===== config.mk =====
export PLATFORM = sky130hd
export DESIGN_NAME = elastic_buffer
export DESIGN_NICKNAME = d
export VERILOG_FILES = /design/src/rtl/elastic_buffer.sv
export SDC_FILE = /design/constraint.sdc
export NUM_CORES = 1
export LEC_CHECK = 0
export BUFFER_PORTS_ARGS = -buffer_cell sky130_fd_sc_hd__buf_2
export CAP_MARGIN = 20
export CORE_MARGIN = 2
export CORE_UTILIZATION = 50
export CTS_CLUSTER_DIAMETER = 80
export DETAILED_ROUTE_END_ITERATION = 8
export PLACE_DENSITY = 0.73
export SYNTH_ARGS = -nofsm -noshare
export SYNTH_HDL_FRONTEND = slang
export SYNTH_SLANG_ARGS = --single-unit

===== constraint.sdc =====
create_clock -name clk -period 4.4 [get_ports clk]
set_clock_uncertainty 0.1 [all_clocks]
set_input_delay 0.88 -clock clk [delete_from_list [all_inputs] [get_ports clk]]
set_output_delay 0.88 -clock clk [all_outputs]
set_load 0.02 [all_outputs]

===== src/rtl/elastic_buffer.sv =====
// elastic_buffer: parametrised DEPTH-entry valid/ready elastic buffer.
// in_ready, level and almost_full come straight from registers, so there is no
// combinational path from out_ready or in_valid into in_ready.
//
// Ports
//   clk, reset                 rising-edge clock, synchronous active-high reset
//   in_data/in_valid/in_ready  producer side handshake
//   out_data/out_valid/out_ready consumer side handshake
//   level                      stored entry count (0..DEPTH)
//   almost_full                level >= ALMOST_FULL_LVL
//
// Build option
//   ELASTIC_BUFFER_FALLTHROUGH_EN  when defined, an empty buffer presents in_valid/in_data
//                                  directly on out_* and a word taken the same cycle
//                                  bypasses storage. Undefined: latency is one cycle.
module elastic_buffer #(
  parameter int unsigned DATA_WIDTH      = 32,
  parameter int unsigned DEPTH           = 4,
  parameter int unsigned ALMOST_FULL_LVL = 3
) (
  input  logic                         clk,
  input  logic                         reset,
  input  logic [DATA_WIDTH-1:0]        in_data,
  input  logic                         in_valid,
  output logic                         in_ready,
  output logic [DATA_WIDTH-1:0]        out_data,
  output logic                         out_valid,
  input  logic                         out_ready,
  output logic [$clog2(DEPTH+1)-1:0]   level,
  output logic                         almost_full
);

  localparam int unsigned PTR_W = $clog2(DEPTH);
  localparam int unsigned LVL_W = $clog2(DEPTH + 1);

  localparam logic [PTR_W-1:0] PTR_LAST = PTR_W'(DEPTH - 1);
  localparam logic [LVL_W-1:0] LVL_FULL = LVL_W'(DEPTH);
  localparam logic [LVL_W-1:0] LVL_AF   = LVL_W'(ALMOST_FULL_LVL);

  logic [DATA_WIDTH-1:0] mem [DEPTH];

  logic [PTR_W-1:0] wr_ptr_q, wr_ptr_d;
  logic [PTR_W-1:0] rd_ptr_q, rd_ptr_d;
  logic [LVL_W-1:0] level_q, level_d;
  logic             in_ready_q, in_ready_d;
  logic             almost_full_q, almost_full_d;
  logic             out_valid_q, out_valid_d;

  logic push;
  logic pop;
  logic bypass;
  logic store;
  logic fetch;

  // Output view: either stored head entry or, when empty, the producer word itself.
`ifdef ELASTIC_BUFFER_FALLTHROUGH_EN
  logic empty;
  assign empty     = (level_q == '0);
  assign out_valid = empty ? in_valid : out_valid_q;
  assign out_data  = empty ? in_data  : mem[rd_ptr_q];
  assign bypass    = empty & in_valid & out_ready & ~reset;
`else
  assign out_valid = out_valid_q;
  assign out_data  = mem[rd_ptr_q];
  assign bypass    = 1'b0;
`endif

  assign in_ready    = in_ready_q;
  assign level       = level_q;
  assign almost_full = almost_full_q;

  // Handshakes are ignored while reset is high.
  assign push  = in_valid & in_ready_q & ~reset;
  assign pop   = out_valid & out_ready & ~reset;
  // A bypassed word counts as push+pop but never touches storage.
  assign store = push & ~bypass;
  assign fetch = pop & ~bypass;

  // Next-state: pointers wrap explicitly at DEPTH-1, flags derive from the next level.
  always_comb begin
    wr_ptr_d      = wr_ptr_q;
    rd_ptr_d      = rd_ptr_q;
    level_d       = level_q;
    in_ready_d    = in_ready_q;
    almost_full_d = almost_full_q;
    out_valid_d   = out_valid_q;

    if (store) begin
      wr_ptr_d = (wr_ptr_q == PTR_LAST) ? '0 : wr_ptr_q + PTR_W'(1);
    end
    if (fetch) begin
      rd_ptr_d = (rd_ptr_q == PTR_LAST) ? '0 : rd_ptr_q + PTR_W'(1);
    end

    unique case ({store, fetch})
      2'b10:   level_d = level_q + LVL_W'(1);
      2'b01:   level_d = level_q - LVL_W'(1);
      default: level_d = level_q;
    endcase

    in_ready_d    = (level_d != LVL_FULL);
    almost_full_d = (level_d >= LVL_AF);
    out_valid_d   = (level_d != '0);
  end

  // Control state register.
  always_ff @(posedge clk) begin
    if (reset) begin
      wr_ptr_q      <= '0;
      rd_ptr_q      <= '0;
      level_q       <= '0;
      in_ready_q    <= 1'b1;
      almost_full_q <= 1'b0;
      out_valid_q   <= 1'b0;
    end else begin
      wr_ptr_q      <= wr_ptr_d;
      rd_ptr_q      <= rd_ptr_d;
      level_q       <= level_d;
      in_ready_q    <= in_ready_d;
      almost_full_q <= almost_full_d;
      out_valid_q   <= out_valid_d;
    end
  end

  // Payload storage, deliberately not reset.
  always_ff @(posedge clk) begin
    if (store) begin
      mem[wr_ptr_q] <= in_data;
    end
  end

endmodule


==> results.json, run 1 <==
{
  "dieHeight_um": 105.8,
  "yosysTopAreaCell": "edfxtp_1",
  "cp-start-kind": "flip-flop",
  "place_area_mm2": 0.005677,
  "multi_input_area_mm2": 0.001028,
  "hp-class": "flip-flop to flip-flop",
  "setup_tns_ps": 0,
  "final-setup-viol-count": 0,
  "avgViaCountPerCell": 5.278,
  "power_frac_comb_pct": 7.2,
  "clkPwrFrac_pct": 42.5,
  "rsz0062_at_grt": "false",
  "placementRows": 37,
  "relSlewSlack_pct": 41.35,
  "p_leak_nw": 2.134,
  "critPathBufInv": 2,
  "min_period_ps": 3081,
  "ys_ff_latch": 140,
  "place_congestion": 0.7294,
  "synth.top_cell.area_share_pct": 74.17,
  "yosys_warnings": 0,
  "seq_area_frac_synth_pct": 78.80,
  "clkSlewWorstSetupHoldPaths_ps": 60,
  "tightest_slew_ps": 879.7,
  "power_w": 0.003008,
  "num_vias": 2428,
  "power_density_mw_per_mm2": 483.9,
  "power.switching_w": 0.0006772,
  "status": "finished clean",
  "clk_latency_ps": 500,
  "grt_remaining_overflow": 0,
  "core_mm2": 0.01018,
  "grt_max_degree": 33,
  "hpwl_um": 4932,
  "grt_pass1_vias": 2583,
  "drc": 0,
  "io_buffers": 73,
  "drive_above_1_share_pct": 44.44,
  "switching_share_pct": 22.52,
  "root_buffer": "clkbuf_8",
  "crit_family": "multiplexers",
  "grt_pass1_wl_um": 13720,
  "synth.distinct_cells": 24,
  "final_nets": 354,
  "min_period_over_period_pct": 70.02,
  "drv_cap": 0,
  "first_pass_iters": 4,
  "drt-total-wl_um": 8809,
  "antenna_cells": 0,
  "post-cts-setup-buffer-count": 0,
  "antenna_found_initial": 1,
  "cts_buffer_depth": 2,
  "final_max_slew_viol_count": 0,
  "drt_iter0_markers": 119,
  "crit_chain": "buf_4 -> mux4_2 -> buf_2",
  "arrival_ps": 2100,
  "crit_slowest_cell": "mux4_2",
  "synthCells": 225,
  "grt_usage_pct": 16.88,
  "die_area_mm2": 0.01120,
  "io_pins": 74,
  "ctsHoldBuffers": 0,
  "start_util_pct": 50.88,
  "wl_per_cell_um": 19.15,
  "postSynthNetCount": 268,
  "area_growth_pct": 19.94,
  "syn-cell-area_mm2": 0.005182,
  "dp.cells": 428,
  "power_frac_seq_pct": 50.3,
  "crit_fanout": 14,
  "seq_area_mm2": 0.004086,
  "cp_data_required_time_ps": 3420,
  "fin_cells": 460,
  "cts.repair.resized": 0,
  "crit_path_end_kind": "primary output",
  "ir_drop_mv": 0.2458,
  "ant_nets": 0,
  "cts_buffers": 17,
  "clock_sinks": 140,
  "final_cell_area_mm2": 0.006216,
  "h-tree-depth": 4,
  "final_util_pct": 61.03,
  "timing.fmax_mhz": 324.6,
  "hold_viol": 0,
  "cts_tree": "done",
  "avgSynthCellArea_um2": 23.03,
  "p_int_w": 0.002331,
  "synth_area_leaders": "edfxtp_1 74%, mux4_2 14%, dfxtp_1 4.6%",
  "worstSetupPathType": "flip-flop to primary output",
  "slowest_delay_ps": 560,
  "die_w_um": 105.8,
  "fillers": 776
}
==> path summary, 6_finish.rpt <==
| path | startpoint | end | slack [ps] | cells past startpoint |
|---|---|---|---|---|
| setup / recovery | flip-flop | out_data[28] | 1320 | 3 |
| setup reg to reg | in_ready | in_ready | 1980 | 8 |
| hold / removal | rd_ptr_q[1] | flip-flop | 380 | 2 |
| hold reg to reg | rd_ptr_q[1] | flip-flop | 380 | 2 |
==> cells in the mapped netlist, drive strengths merged <==
cell / n
or2b: 2
ha: 6
o211ai: 1
and2: 4
and2b: 1
nor2: 8
inv: 3
o22ai: 1
a21oi: 2
or4: 1
fa: 1
mux2i: 3
clkbuf: 1
nand2: 6
o311ai: 1
edfxtp: 128
buf: 7
nand3: 2
mux4: 32
dfxtp: 12
a21bo: 1
o21ai: 1
xnor2: 1
==> worst min-delay path, cell delays in order, from the launching register on <==
cell     delay, ps
dfxtp_1        310
nand2_1         50
a21oi_1         70
==> power groups by stage <==
stage                     Sequential, W  Clock, W  Combinational (W)
final                           0.00151   0.00128           0.000218
after global routing            0.00152   0.00136           0.000236
after CTS                       0.00151   0.00131           0.000222
after detailed placement        0.00154         0           0.000221
after global placement          0.00154         0           0.000217
after floorplan                 0.00154         0           0.000145
==> per-layer routing <==
| metal | wire length [um] | share of wire, % | global-route usage (%) |
|---|---|---|---|
| met2 | 4529 | 51 | 26.73 |
| met4 | 84 | 0.95 | 6.297 |
| met5 | 13 | 0.15 | 0 |
| met3 | 421 | 4.8 | 5.380 |
| met1 | 3760 | 43 | 22.13 |
==> cells by family after synthesis <==
| kind of cell | share of synthesized area, % |
|---|---|
| buf+inv | 1.448 |
| mux | 14.49 |
| simple gates | 2.342 |
| xor+xnor | 0.1690 |
| flops | 78.80 |
| fa+ha+maj | 1.835 |
| compound gates | 0.9175 |
==> flip-flops by register name, indices dropped and copies added (netlist names), named ones only <==
name and count:
mem 128, level 3, rd_ptr_q 2, wr_ptr_q 2, almost_full 1, in_ready 1
out_valid 1
==> cell usage in the layout (no fill, tap or decap) <==
master      Yosys  layout
clkinvlp_4      0       8
ha_1            6       6
buf_4           0       2
nand2_1         6       6
or2b_1          2       2
edfxtp_1      128     128
nor2_1          8       8
xnor2_1         1       1
inv_6           0       2
dfxtp_1        12      10
and2_2          0       4
o311ai_0        1       1
o21ai_0         1       1
and2b_1         1       1
clkbuf_16       0      16
dfxtp_2         0       2
clkbuf_8        0       1
bufinv_16       0       1
a21bo_1         1       1
nand3_1         2       2
mux4_2         32      32
o22ai_1         1       1
inv_1           3       3
fa_1            1       1
a21oi_1         2       2
clkinv_1        0       2
clkinv_2        0       2
o211ai_1        1       1
mux2i_1         3       3
buf_2           3      73
or4_4           1       1
==> layout make-up <==
class,count,share of cell area (%)
repair buffers,75,6.119
flip-flops and latches,140,65.74
clock buffers,17,6.663
inverters,3,0.1812
multi-input cells,74,16.55
clock inverters,15,2.013
well taps,136,2.738
==> per-stage QoR <==
| step | worst slack [ps] | hold slack [ps] |
|---|---|---|
| after floorplan | 1535 | 354.1 |
| after global placement | 1491 | 366.1 |
| after detailed placement | 1393 | 369.9 |
| after CTS | 1225 | 382.6 |
| after global routing | 1171 | 417.8 |
| final | 1319 | 380.9 |
Power figures use the tool's default switching activity.
==> run 2: changes to the inputs <==
--- a/config.mk
+++ b/config.mk
@@ -11,7 +11,7 @@
 export CORE_UTILIZATION = 50
 export CTS_CLUSTER_DIAMETER = 80
 export DETAILED_ROUTE_END_ITERATION = 8
-export PLACE_DENSITY = 0.73
+export PLACE_DENSITY = 0.76
 export SYNTH_ARGS = -nofsm -noshare
 export SYNTH_HDL_FRONTEND = slang
 export SYNTH_SLANG_ARGS = --single-unit
==> constraint.sdc (replaced) <==
create_clock -name clk -period 2.5 [get_ports clk]
set_clock_uncertainty 0.1 [all_clocks]
set_input_delay 0.5 -clock clk [delete_from_list [all_inputs] [get_ports clk]]
set_output_delay 0.5 -clock clk [all_outputs]
set_load 0.02 [all_outputs]
==> run 2 against run 1 <==
  * Flip-flop and latch count is the same
  * Critical endpoint is now out_data[31]
  * Clock power grew 82%
  * Critical path depth stayed put
  * Worst setup slack worse by 1200 ps
  * Core utilization rose by 1.9 points
  * Via count grew 1.8%
  * Hold slack got worse by 290 ps
  * Count of clock-buffer cells in the layout unchanged
==> results.json, run 2 (synthesis results as in run 1) <==
{
  "hp-class": "input pin to flip-flop",
  "relSlewSlack_pct": 72.59,
  "final-setup-viol-count": 0,
  "grt_pass1_vias": 2654,
  "worstSetupPathType": "flip-flop to primary output",
  "root_buffer": "clkbuf_8",
  "cp-start-kind": "flip-flop",
  "arrival_ps": 1800,
  "drive_above_1_share_pct": 45.95,
  "clkSlewWorstSetupHoldPaths_ps": 60,
  "whs_endpoint": "mem[3][19]",
  "r2r-start": "in_ready",
  "whs_path_depth": 1,
  "core_mm2": 0.01018,
  "final_common_cell": "edfxtp_1",
  "io_buffers": 73,
  "ant_nets": 0,
  "avgViaCountPerCell": 5.269,
  "cts_buffer_depth": 2,
  "place_congestion": 0.7448,
  "place_area_mm2": 0.005819,
  "rrSetupSlack_ps": 240,
  "drt_iter0_markers": 142,
  "clock_sinks": 140,
  "hold_viol": 0,
  "timing.fmax_mhz": 416.9,
  "tightest_slew_ps": 406.9,
  "die_area_mm2": 0.01120,
  "min-delay-start": "in_data[19]",
  "cts_tree": "done",
  "area_growth_pct": 23.66,
  "antenna_found_initial": 1,
  "min_period_ps": 2399,
  "rsz0062_at_grt": "false",
  "start_util_pct": 50.88,
  "clk_latency_ps": 510,
  "r2r_cells": 8,
  "p_leak_nw": 2.235,
  "drc": 0,
  "post-cts-setup-buffer-count": 0,
  "grt_remaining_overflow": 0,
  "layout_common_cells": "128 x edfxtp_1, 73 x buf_2, 32 x mux4_2",
  "cp_data_required_time_ps": 1900,
  "largest_reg_flops": 128,
  "grt_usage_pct": 16.70,
  "power_density_mw_per_mm2": 843.3,
  "final_max_slew_viol_count": 0,
  "first_pass_iters": 4,
  "setup_tns_ps": 0,
  "grt_max_degree": 27,
  "io_pins": 74,
  "dp_slack_ps": 26.21,
  "crit_fanout": 13,
  "crit_path_end_kind": "primary output",
  "final_cell_area_mm2": 0.006409,
  "hpwl_um": 5101,
  "status": "finished clean",
  "cts_buffers": 17,
  "ir_drop_mv": 0.6210,
  "r2r-end": "in_ready",
  "drv_cap": 0,
  "min_period_over_period_pct": 95.94,
  "h-tree-depth": 4,
  "dieHeight_um": 105.8,
  "die_w_um": 105.8,
  "regMostFlops": "mem",
  "final_nets": 364,
  "num_vias": 2471,
  "placementRows": 37,
  "fin_ws_ps": 101.5,
  "drt-total-wl_um": 8645,
  "wl_per_cell_um": 18.43,
  "antenna_cells": 0,
  "grt_pass1_wl_um": 13390
}
## run 2: changes by cell type in the layout (fill, tap and decap cells not counted), sizes merged
cell / delta
clkinv: +4
bufinv: +1
inv: -1
buf: +9
clkinvlp: -5
clkbuf: +1
## run 2: area by class of cell
cell class                      instances  area, um2
Sequential cell                       140       4089
Fill cell                             722       3776
Multi-Input combinational cell         74       1028
Timing Repair Buffer                   85      548.0
Clock buffer                           17      414.1
Tap cell                              136      170.2
Clock inverter                         14      147.6
Inverter                                3      11.26
## run 2: stage by stage
stage	hold slack (ps)	cells	total power (W)	util [%]
2_1_floorplan	354.1	225	0.002961	-
3_3_place_gp	375.5	437	0.003107	57.14
3_5_place_dp	385.7	437	0.003118	57.14
4_1_cts	57.99	468	0.005477	62.65
5_1_grt	70.66	469	0.005603	62.92
6_report	94.39	469	0.005404	62.92
## run 2: critical path: stages, from the launching register on
cell,delay (ps)
dfxtp_4,380
buf_12,170
mux4_2,540
buf_2,180
## run 2: report_power, final
group	internal [W]	total (W)	switching, W
logic	0.000187	0.000418	0.000230
registers	0.00263	0.00265	0.0000262
clock network	0.00141	0.00233	0.000921
total	0.00423	0.00540	0.00118
## run 2: what timing repair did
item,in CTS,in global routing
setup endpoints to repair,1,15
resized for setup,0,1
hold endpoints to repair,0,0
hold buffers,0,0
gates cloned,0,1
## run 2: worst max path at each step
stage	to	cells past startpoint	from	slack (ps)
after floorplan	in_ready	8	reset	10
after global placement	in_ready	9	in_valid	70
after detailed placement	in_ready	9	in_valid	30
after CTS	out_data[31]	3	flip-flop	-10
after global routing	out_data[16]	3	flip-flop	20
final	out_data[31]	3	flip-flop	100
## run 2: metal layers
metal  up-vias  global-route usage [%]  wire (um)
met3        14                   6.122        463
met4         2                   7.613        109
met2        61                   27.10       4499
met5         -                       0         12
li1       1125                       -          -
met1      1269                   20.07       3560
==> run 3: changes to the inputs <==
--- a/config.mk
+++ b/config.mk
@@ -6,12 +6,13 @@
 export NUM_CORES = 1
 export LEC_CHECK = 0
 export BUFFER_PORTS_ARGS = -buffer_cell sky130_fd_sc_hd__buf_2
-export CAP_MARGIN = 20
+export CAP_MARGIN = 15
 export CORE_MARGIN = 2
 export CORE_UTILIZATION = 50
 export CTS_CLUSTER_DIAMETER = 80
 export DETAILED_ROUTE_END_ITERATION = 8
-export PLACE_DENSITY = 0.76
+export PLACE_DENSITY = 0.73
+export SETUP_SLACK_MARGIN = 0.5
 export SYNTH_ARGS = -nofsm -noshare
 export SYNTH_HDL_FRONTEND = slang
 export SYNTH_SLANG_ARGS = --single-unit
==> constraint.sdc (replaced) <==
create_clock -name clk -period 2.8 [get_ports clk]
set_clock_uncertainty 0.1 [all_clocks]
set_input_delay 0.56 -clock clk [delete_from_list [all_inputs] [get_ports clk]]
set_output_delay 0.56 -clock clk [all_outputs]
set_load 0.02 [all_outputs]
==> run 3 against run 2 <==
  * Design area rose by 5.3%
  * Non-clock buffer count did not move
  * Die area did not move
  * Global-route usage rose by 0.74 points
  * Critical endpoint is now out_data[27]
  * Critical path depth rose by 1
  * Sequential share of layout area fell by 3.2 points
  * Critical path type unchanged
  * Core utilization rose by 3.3 points
  * Clock power barely moved
  * Combinational power rose by 11%
  * Worst setup slack improved by 220 ps
==> results.json, run 3 (synthesis results as in run 1) <==
{
  "status": "finished clean",
  "drt_iter0_markers": 171,
  "drc": 0,
  "ir_drop_mv": 0.4356,
  "p_int_w": 0.004124,
  "power.switching_w": 0.001070,
  "grt_pass1_vias": 2601,
  "io_buffers": 73,
  "cp-start-kind": "flip-flop",
  "crit_path_end_kind": "primary output",
  "setup_tns_ps": 0,
  "r2r-end": "in_ready",
  "dp_slack_ps": 333.2,
  "cp_data_required_time_ps": 2140,
  "clkSlewWorstSetupHoldPaths_ps": 60,
  "final_max_slew_viol_count": 0,
  "largest_reg_flops": 128,
  "grt_remaining_overflow": 0,
  "dieHeight_um": 105.8,
  "whs_path_depth": 1,
  "arrival_ps": 1820,
  "timing.fmax_mhz": 403.7,
  "area_growth_pct": 30.20,
  "clk_latency_ps": 500,
  "final-setup-viol-count": 0,
  "rrSetupSlack_ps": 650,
  "relSlewSlack_pct": 66.73,
  "clkPwrFrac_pct": 45.5,
  "power_frac_comb_pct": 8.9,
  "die_w_um": 105.8,
  "avgViaCountPerCell": 5.249,
  "grt_usage_pct": 17.44,
  "min_period_ps": 2477,
  "wl_per_cell_um": 18.79,
  "power_frac_seq_pct": 45.6,
  "regMostFlops": "mem",
  "hold_viol": 0,
  "p_leak_nw": 2.353,
  "tightest_slew_ps": 499.1,
  "root_buffer": "clkbuf_8",
  "final_nets": 364,
  "min-delay-start": "in_data[2]",
  "grt_max_degree": 33,
  "power_density_mw_per_mm2": 769.8,
  "rsz0062_at_grt": "true",
  "drv_cap": 0,
  "cts_buffers": 17,
  "clock_sinks": 140,
  "h-tree-depth": 4,
  "ctsHoldBuffers": 0,
  "cts_buffer_depth": 2,
  "placementRows": 37,
  "hpwl_um": 4965,
  "die_area_mm2": 0.01120,
  "ant_nets": 0,
  "final_common_cell": "edfxtp_1",
  "fillers": 693,
  "r2r_cells": 8,
  "whs_endpoint": "mem[0][2]",
  "drive_above_1_share_pct": 47.60,
  "worstSetupPathType": "flip-flop to primary output",
  "fin_ws_ps": 322.8,
  "place_congestion": 0.7270,
  "min_period_over_period_pct": 88.47,
  "antenna_found_initial": 1,
  "grt_pass1_wl_um": 14120,
  "r2r-start": "in_ready",
  "first_pass_iters": 4,
  "core_mm2": 0.01018,
  "drt-total-wl_um": 8831,
  "antenna_cells": 0,
  "num_vias": 2467,
  "layout_common_cells": "128 x edfxtp_1, 41 x buf_2, 33 x buf_6",
  "seq_area_mm2": 0.004093,
  "start_util_pct": 50.88,
  "cts_tree": "done",
  "crit_fanout": 8,
  "switching_share_pct": 20.60,
  "multi_input_area_mm2": 0.001044,
  "io_pins": 74,
  "hp-class": "input pin to flip-flop"
}
## run 3: worst max path at each step
stage                         start            to  slack, ps
after global routing      flip-flop  out_data[27]        250
after floorplan               reset      in_ready        480
after CTS                 flip-flop  out_data[22]        300
final                     flip-flop  out_data[27]        320
after detailed placement   in_valid      in_ready        330
after global placement     in_valid      in_ready        370
## run 3: through the flow
| step | cells | cell area [um2] | power [W] | hold slack (ps) | utilization [%] |
|---|---|---|---|---|---|
| 2_1_floorplan | 225 | 5207 | 0.002648 | 350.0 | - |
| 3_3_place_gp | 432 | 5784 | 0.002768 | 370.2 | 56.79 |
| 3_5_place_dp | 432 | 5784 | 0.002779 | 388.2 | 56.79 |
| 4_1_cts | 470 | 6746 | 0.005236 | 149.0 | 66.24 |
| 5_1_grt | 470 | 6748 | 0.005368 | 147.8 | 66.25 |
| 6_report | 470 | 6748 | 0.005194 | 169.6 | 66.25 |
## run 3: power by group through the flow
stage / clock [W] / sequential [W] / combinational, W
2_1_floorplan: 0 / 0.00242 / 0.000232
3_3_place_gp: 0 / 0.00241 / 0.000359
3_5_place_dp: 0 / 0.00241 / 0.000365
4_1_cts: 0.00240 / 0.00237 / 0.000470
5_1_grt: 0.00249 / 0.00238 / 0.000497
6_report: 0.00236 / 0.00237 / 0.000463
## run 3: worst max-delay path: stages (launching register included)
cell and delay (ps):
dfxtp_4 370, buf_6 100, buf_12 140, mux4_2 550, buf_6 160
## run 3: final cells by class
class | count | share of cell area [%]
well taps | 136 | 2.522
inverters | 3 | 0.1669
clock buffers | 18 | 6.193
repair buffers | 85 | 11.77
flip-flops and latches | 140 | 60.65
multi-input cells | 74 | 15.46
clock inverters | 14 | 3.226
## run 3: what timing repair did
action	4_1_cts	5_1_grt
buffers inserted	3	0
resized for setup	70	2
endpoints found under the setup margin	32	34
gates cloned	3	0
## run 3: metal layers
| metal | track usage, % | vias to the layer above | part of all wire (%) |
|---|---|---|---|
| li1 | - | 1126 | - |
| met5 | 0 | - | 0.091 |
| met1 | 22.64 | 1268 | 43 |
| met4 | 6.955 | 2 | 1.7 |
| met2 | 27.74 | 56 | 51 |
| met3 | 5.442 | 15 | 4.2 |
